==> src/rtl/multicycle_right_shifter.sv <==
// Iterative 32-bit right shifter, logical or arithmetic.
// Moves 2 bits per cycle, then 1 bit for an odd remainder.
module multicycle_right_shifter (
  input  logic        clk,
  input  logic        reset,
  input  logic        start,
  input  logic [31:0] in,
  input  logic [4:0]  shamt,
  input  logic        arith,
  output logic [31:0] out,
  output logic        busy,
  output logic        done
);

  typedef enum logic [1:0] {
    IDLE,
    SHIFT,
    DONE
  } state_t;

  state_t     state;
  logic [4:0] count;
  logic       sign;

  // Accept a request in IDLE, shift down the remaining count, strobe done.
  always_ff @(posedge clk or posedge reset) begin
    if (reset) begin
      state <= IDLE;
      count <= 5'd0;
      sign  <= 1'b0;
      out   <= 32'h0;
    end else begin
      unique case (state)
        IDLE: begin
          if (start) begin
            out   <= in;
            count <= shamt;
            sign  <= arith & in[31];
            if (shamt != 5'd0) begin
              state <= SHIFT;
            end else begin
              state <= DONE;
            end
          end
        end
        SHIFT: begin
          if (count >= 5'd2) begin
            out   <= {sign, sign, out[31:2]};
            count <= count - 5'd2;
            if (count == 5'd2) begin
              state <= DONE;
            end
          end else begin
            out   <= {sign, out[31:1]};
            count <= 5'd0;
            state <= DONE;
          end
        end
        DONE: begin
          state <= IDLE;
        end
        default: begin
          state <= IDLE;
        end
      endcase
    end
  end

  // Status is decoded from the state register only.
  assign busy = (state != IDLE);
  assign done = (state == DONE);

endmodule

==> config.mk <==
export PLATFORM = sky130hd
export DESIGN_NAME = multicycle_right_shifter
export DESIGN_NICKNAME = d
export VERILOG_FILES = /design/src/rtl/multicycle_right_shifter.sv
export SDC_FILE = /design/constraint.sdc
export NUM_CORES = 1
export LEC_CHECK = 0
export CAP_MARGIN = 20
export CORE_ASPECT_RATIO = 1.25
export CORE_MARGIN = 5
export CORE_UTILIZATION = 46
export DETAILED_ROUTE_END_ITERATION = 12
export PLACE_DENSITY = 0.8
export SLEW_MARGIN = 25
export SYNTH_ARGS = -nofsm -noshare
export SYNTH_HDL_FRONTEND = slang
export SYNTH_SLANG_ARGS = --single-unit
export TNS_END_PERCENT = 50
==> constraint.sdc <==
create_clock -name clk -period 2 [get_ports clk]
set_input_delay 0.2 -clock clk [delete_from_list [all_inputs] [get_ports clk]]
set_output_delay 0.2 -clock clk [all_outputs]
set_load 0.005 [all_outputs]
== Word-level counts from Yosys, hierarchy flattened ==
Cells that the tools add are included.
Storage, ports and cells
  flip-flop bits (word level): 40
  memory bits (writable): 0
  bits of input ports: 41
  memory bits (read-only): 0
  memories kept: 0
  logic and storage cells: 30
  output and inout port bits: 34
  latch bits: 0
Cells by class
  $lt $le $gt $ge: 1
  eq/ne operators: 5
  bitwise gates (word level): 1
  div/mod/pow operators: 0
  multiplexer cells: 11
  shift-type cells: 0
  multipliers: 0
  add/subtract/negate cells: 1
  reductions and logical operators: 7
Operators with widths (number)
  32-bit case mux with 2 select lines: 1
  32-bit two-way mux: 1
  31-bit two-way mux: 1
  5-bit two-way mux: 2
  5-bit case mux with 2 select lines: 1
  2-bit two-way mux: 4
  2-bit AND reduction: 3
  5-bit by 2-bit equality test with 1-bit output, second input constant: 1
  5-bit by 2-bit >= comparator with 1-bit output, second input constant: 1
  5-bit nonzero test: 1
  5-bit by 2-bit subtractor with 5-bit output, second input constant: 1
  2-bit case mux with 2 select lines: 1
  2-bit nonzero test: 2
  3-bit inequality test, second input constant: 1
  2-bit by 1-bit equality test with 1-bit output, second input constant: 1
  2-bit equality test, second input constant: 1
  2-bit logical NOT: 1
  2-bit inequality test, second input constant: 1
  1-bit AND: 1

== Logic depth before layout (Yosys ltp) ==
  depth after elaboration: 4
  depth in mapped cells: 7
  depth with buffers taken out: 5

== Worst setup path after synthesis ==
OpenSTA, ideal clock, no wires.
  kind: flip-flop to flip-flop
  start point: register count[1]
  end point: register out[12]
  required time: 1927 ps
  path slack: 474 ps
  arrival time: 1453 ps
  clock period less this slack: 1526 ps
  stages on the path, launching flop included: 8
  path buffers: 2
  setup time: 73 ps
  path through: dfrtp_1 > inv_1 > ha_1 > nand3b_4 > buf_6 > buf_12 > mux2_4 > a21oi_2
On the way
  cells in the longest elaborated chain, start to end: 3
Ends and longest elaborated chain
  start, declared: line 22  | logic [4:0] count;
  start signal, assigned: line 37  | count <= shamt;
  start signal, assigned: line 49  | count <= count - 5'd2;
  5-bit by 2-bit >= comparator with 1-bit output: line 47  | if (count >= 5'd2) begin
  31-bit two-way mux: line 47
  32-bit case mux with 2 select lines: line 33  | unique case (state)
  end signal, assigned: line 36  | out <= in;
  end signal, assigned: line 48  | out <= {sign, sign, out[31:2]};
  end signal, assigned: line 54  | out <= {sign, out[31:1]};
  end, declared: line 10  | output logic [31:0] out,
Every way passes these cells.
A chain may end at the register's enable or synchronous reset.

== Final worst setup path ==
  start point: register state[0]
  end point: output done
On the way
  cells in the longest elaborated chain, start to end: 1
Ends and longest elaborated chain
  start, declared: line 21  | state_t state;
  start signal, assigned: line 28  | state <= IDLE;
  start signal, assigned: line 40  | state <= SHIFT;
  start signal, assigned: line 42  | state <= DONE;
  2-bit equality test: line 71  | assign done = (state == DONE);
  end, declared: line 12  | output logic done
Every way passes these cells.

==> impl_summary.txt <==
----------------------------------------------------
[Finish]
  Net count, final ... roughly 350
  Layout Area Growth over Synthesis ... 39.2%
  Share of cells above drive strength 1 ... 9.65%
  Most common library cell in the layout ignoring fill and taps ... sky130_fd_sc_hd__clkdlybuf4s50_1
  Most frequent cells in the layout ... sky130_fd_sc_hd__clkdlybuf4s50_1 (74), sky130_fd_sc_hd__dfrtp_1 (40), sky130_fd_sc_hd__mux2i_1 (30)
  Final antenna diode count ... 0
  Area used by multi-input combinational logic ... 0.00117 mm^2
  Sequential cell area in the final layout ... between 0.001 and 0.0015 mm^2
  Filler cell count ... approximately 420
  Summed area of non-filler cells in the final layout ... between 0.003 and 0.004 mm^2

[Power]
  Switching power ... 1960 uW
  Net switching fraction of the power ... around two fifths
  Internal Pwr Total ... 3120 uW
  Power density normalized to cell area ... roughly 1600 mW/mm^2
  Static Leakage ... about 0.0015 uW
  Maximum vdd drop ... between 0.7 and 0.8 mV
  Relative contribution of sequential cells to total power ... 33.2%
  Share of power burned in the clock network ... between 10% and 20%
  Combinational share of power ... a little over half

[Global route]
  Initial antenna violation count ... 0
  Global route total overflow ... 0
  Maximum number of pins on one net before global-route repair ... 41
  Total GRT Usage ... 20.2%
  Number of global-route vias before repair ... about 2200
  Wire length of the first global-routing pass ... roughly 11000 um

[Setup path]
  Depth of the worst register-to-register path ... 6
  Start point of the critical path ... state[0]$_DFFE_PP0P_
  Slowest cell delay on critical path ... ~0.5 ns
  CP max FO ... 10
  Category of the worst setup path capture point ... primary output
  Start of the worst register-to-register path ... count[1]$_DFFE_PP0P_
  Startpoint kind of the worst setup timing path ... flop
  Critical path start-end classification ... reg2out
  Count of buffering cells on the critical path with inverters included ... 2
  End of the critical path ... done
  Critical Path, Cell by Cell ... buf_4, nor2b_1, clkdlybuf4s50_1
  Top cell family by delay on the critical path ... buffers and inverters
  Data arrival time at the worst-slack endpoint ... roughly 1.6 ns
  Reg-to-reg critical path endpoint ... count[2]$_DFFE_PP0P_
  R2r setup slk ... ~0.27 ns
  CP required ... 1.80 ns
  Number of cells on the critical path ... 3
  Cell type of the slowest stage on the worst timing path ... sky130_fd_sc_hd__clkdlybuf4s50_1

[Drt]
  DR vias ... between 2000 and 2500
  Routed Wire Length ... approximately 6500 um
  Avg Vias per Cell ... between 5 and 6
  Average wire per standard cell ... approximately 17 um
  Number of optimization iterations in the first detailed-route pass ... 5
  Antenna viol nets, final ... 0
  Number of DRC violations after detailed routing ... 0
  Drt initial violations ... roughly 150

[Logic synthesis]
  Number of flops mapped to enable cells by yosys ... 0
  Synthesized area per cell ... just under 10 um^2
  Post-synthesis sequential area ratio ... 42.6%
  Fraction of registers with async set/reset ... 100%
  Area of the mapped netlist ... about 0.0023 mm^2
  Library cells used by synthesis ... 38
  Dominant cells by area after synthesis ... sky130_fd_sc_hd__dfrtp_1 (43%), sky130_fd_sc_hd__mux2i_1 (13%), sky130_fd_sc_hd__a22oi_1 (8.3%)
  Net Count, Synth ... 279
  Cell type contributing the most total cell area after synthesis ... sky130_fd_sc_hd__dfrtp_1
  Post-synthesis instance total ... ~240
  Proportion of netlist area held by the largest area contributor ... between 40 and 50%
  Register bit total from synthesis ... 40
  Synthesis warning total ... 0
  Primary FF master, synth ... sky130_fd_sc_hd__dfrtp_1

[Clocking]
  Buffer levels on the longest clock path ... 2
  Clock transition time at the flip-flop clock pins of the worst setup and hold paths ... 0.08 ns
  Total CTS buffers ... 5
  Clock tree from TritonCTS ... done
  Cts repair resizes ... 0
  Clock insertion delay at the later pin of the skew report ... roughly 0.30 ns
  Root cell of the clock tree ... sky130_fd_sc_hd__clkbuf_8
  Cts-stage hold buffer count ... 0
  Number of H-tree branching levels ... 2
  Post-CTS Repair Setup Buffers ... 0
  Clock sink total ... 40

[Floorplan]
  Initial Utilization ... 46.9%
  Die X-Extent ... ~74 um
  Core Region ... ~0.005 mm^2
  Ports placed on the boundary ... 75
  Height of the die ... 89.9 um
  Std cell rows ... 29
  Die outline area ... ~0.0066 mm^2

[STA]
  Total Neg Setup Slack ... 0 ns
  Number of hold violations in the final report ... 0
  Final worst-path cycle share ... 91.3%
  Max frequency ... between 500 and 600 MHz
  Post-route clock skew ... roughly 0.0079 ns
  Clock period minus worst slack ... ~1.8 ns
  Actual slew at the worst max-slew pin ... 0.532 ns
  Unrepaired setup endpoints after global routing ... false
  Worst Hold Slack ... roughly 0.32 ns
  Normalized max-slew margin ... between 60% and 70%
  Max-slew violation total from the final report ... 0
  Final Setup Violations ... 0

[Run status]
  Status ... completed

[Place]
  I/O Buffers ... 74
  Area post-placement ... approximately 0.0032 mm^2
  Final weighted congestion in routability-driven placement ... between 0.8 and 0.9
  Placed wire-length estimate ... between 4000 and 5000 um

[Worst hold path]
  Path type of the worst min-delay path ... in2async

[Flow run]
  Max-cap violations ... 0

----------------------------------------------------
metrics by stage:
step	setup WS, ns	util, %	std cells	total power (uW)
after floorplan	0.474	-	237	3220
after global placement	0.301	62.9	365	4320
after detailed placement	0.247	62.9	365	4380
after CTS	0.176	65.3	373	5110
after global routing	0.116	65.3	373	5460
final	0.174	65.3	373	5080
worst reg2reg max path, cell delays in order, from the launching register on:
cell and delay, ns:
sky130_fd_sc_hd__dfrtp_1 0.41, sky130_fd_sc_hd__inv_1 0.11, sky130_fd_sc_hd__ha_1 0.27, sky130_fd_sc_hd__nand3b_4 0.23, sky130_fd_sc_hd__buf_12 0.25, sky130_fd_sc_hd__a221oi_1 0.28
sky130_fd_sc_hd__a21oi_1 0.06
registers in the layout, indices dropped and copies added (netlist names):
register / cells
count: 5
out: 32
sign: 1
state: 2
logic make-up after synthesis:
logic type                 count (synthesis)  share of synthesized area (%)
buffers and inverters                     34                           7.51
DFF                                       40                           42.6
muxes                                     31                           13.4
adders and majority gates                  1                          0.532
and+or+nand+nor                           51                           10.9
AOI/OAI and AO/OA                         80                           25.0
worst min-delay path by stage:
stage	cells after the start	start	slack, ns	end
floorplan	2	shamt[4]	0.33	count[4]$_DFFE_PP0P_
global placement	2	count[4]$_DFFE_PP0P_	0.51	count[4]$_DFFE_PP0P_
detailed placement	2	out[0]$_DFFE_PP0P_	0.52	out[0]$_DFFE_PP0P_
CTS	3	reset	0.35	out[6]$_DFFE_PP0P_
global route	3	reset	0.39	out[24]$_DFFE_PP0P_
finish	3	reset	0.32	out[25]$_DFFE_PP0P_
power groups by stage:
stage / logic [uW] / clock network [uW] / registers [uW]
after CTS: 2700 / 727 / 1680
after floorplan: 1630 / 0 / 1590
after global routing: 2950 / 757 / 1750
final: 2680 / 719 / 1690
after global placement: 2640 / 0 / 1680
after detailed placement: 2690 / 0 / 1690
synth_stat cells (all sizes together), types with 2 or more instances:
cell type  instances
clkbuf            12
buf                9
o21bai             2
mux2i             30
inv               13
o32a               6
nor2b              2
a21oi             12
a22oi             26
dfrtp             40
o21ai             11
nand2             29
nor3               2
nand3              3
nor2               6
o221ai            17
cell type report:
class / count / share of cell area (%)
timing repair buffer: 87 / 26.0
multi-input combinational: 163 / 35.8
clock inverter: 2 / 1.19
clock buffer: 6 / 2.52
sequential: 40 / 30.6
tap: 62 / 2.37
inverter: 13 / 1.49
layer usage:
metal  global-route usage [%]  routed length, um  up-vias
met5                        0                  0        -
met4                     4.98                 68        0
met3                     4.13                395        4
met2                     34.2               3430       71
met1                     26.0               2570     1064
li1                         -                  -     1038
No activity file was read; power rests on OpenSTA's default activity.
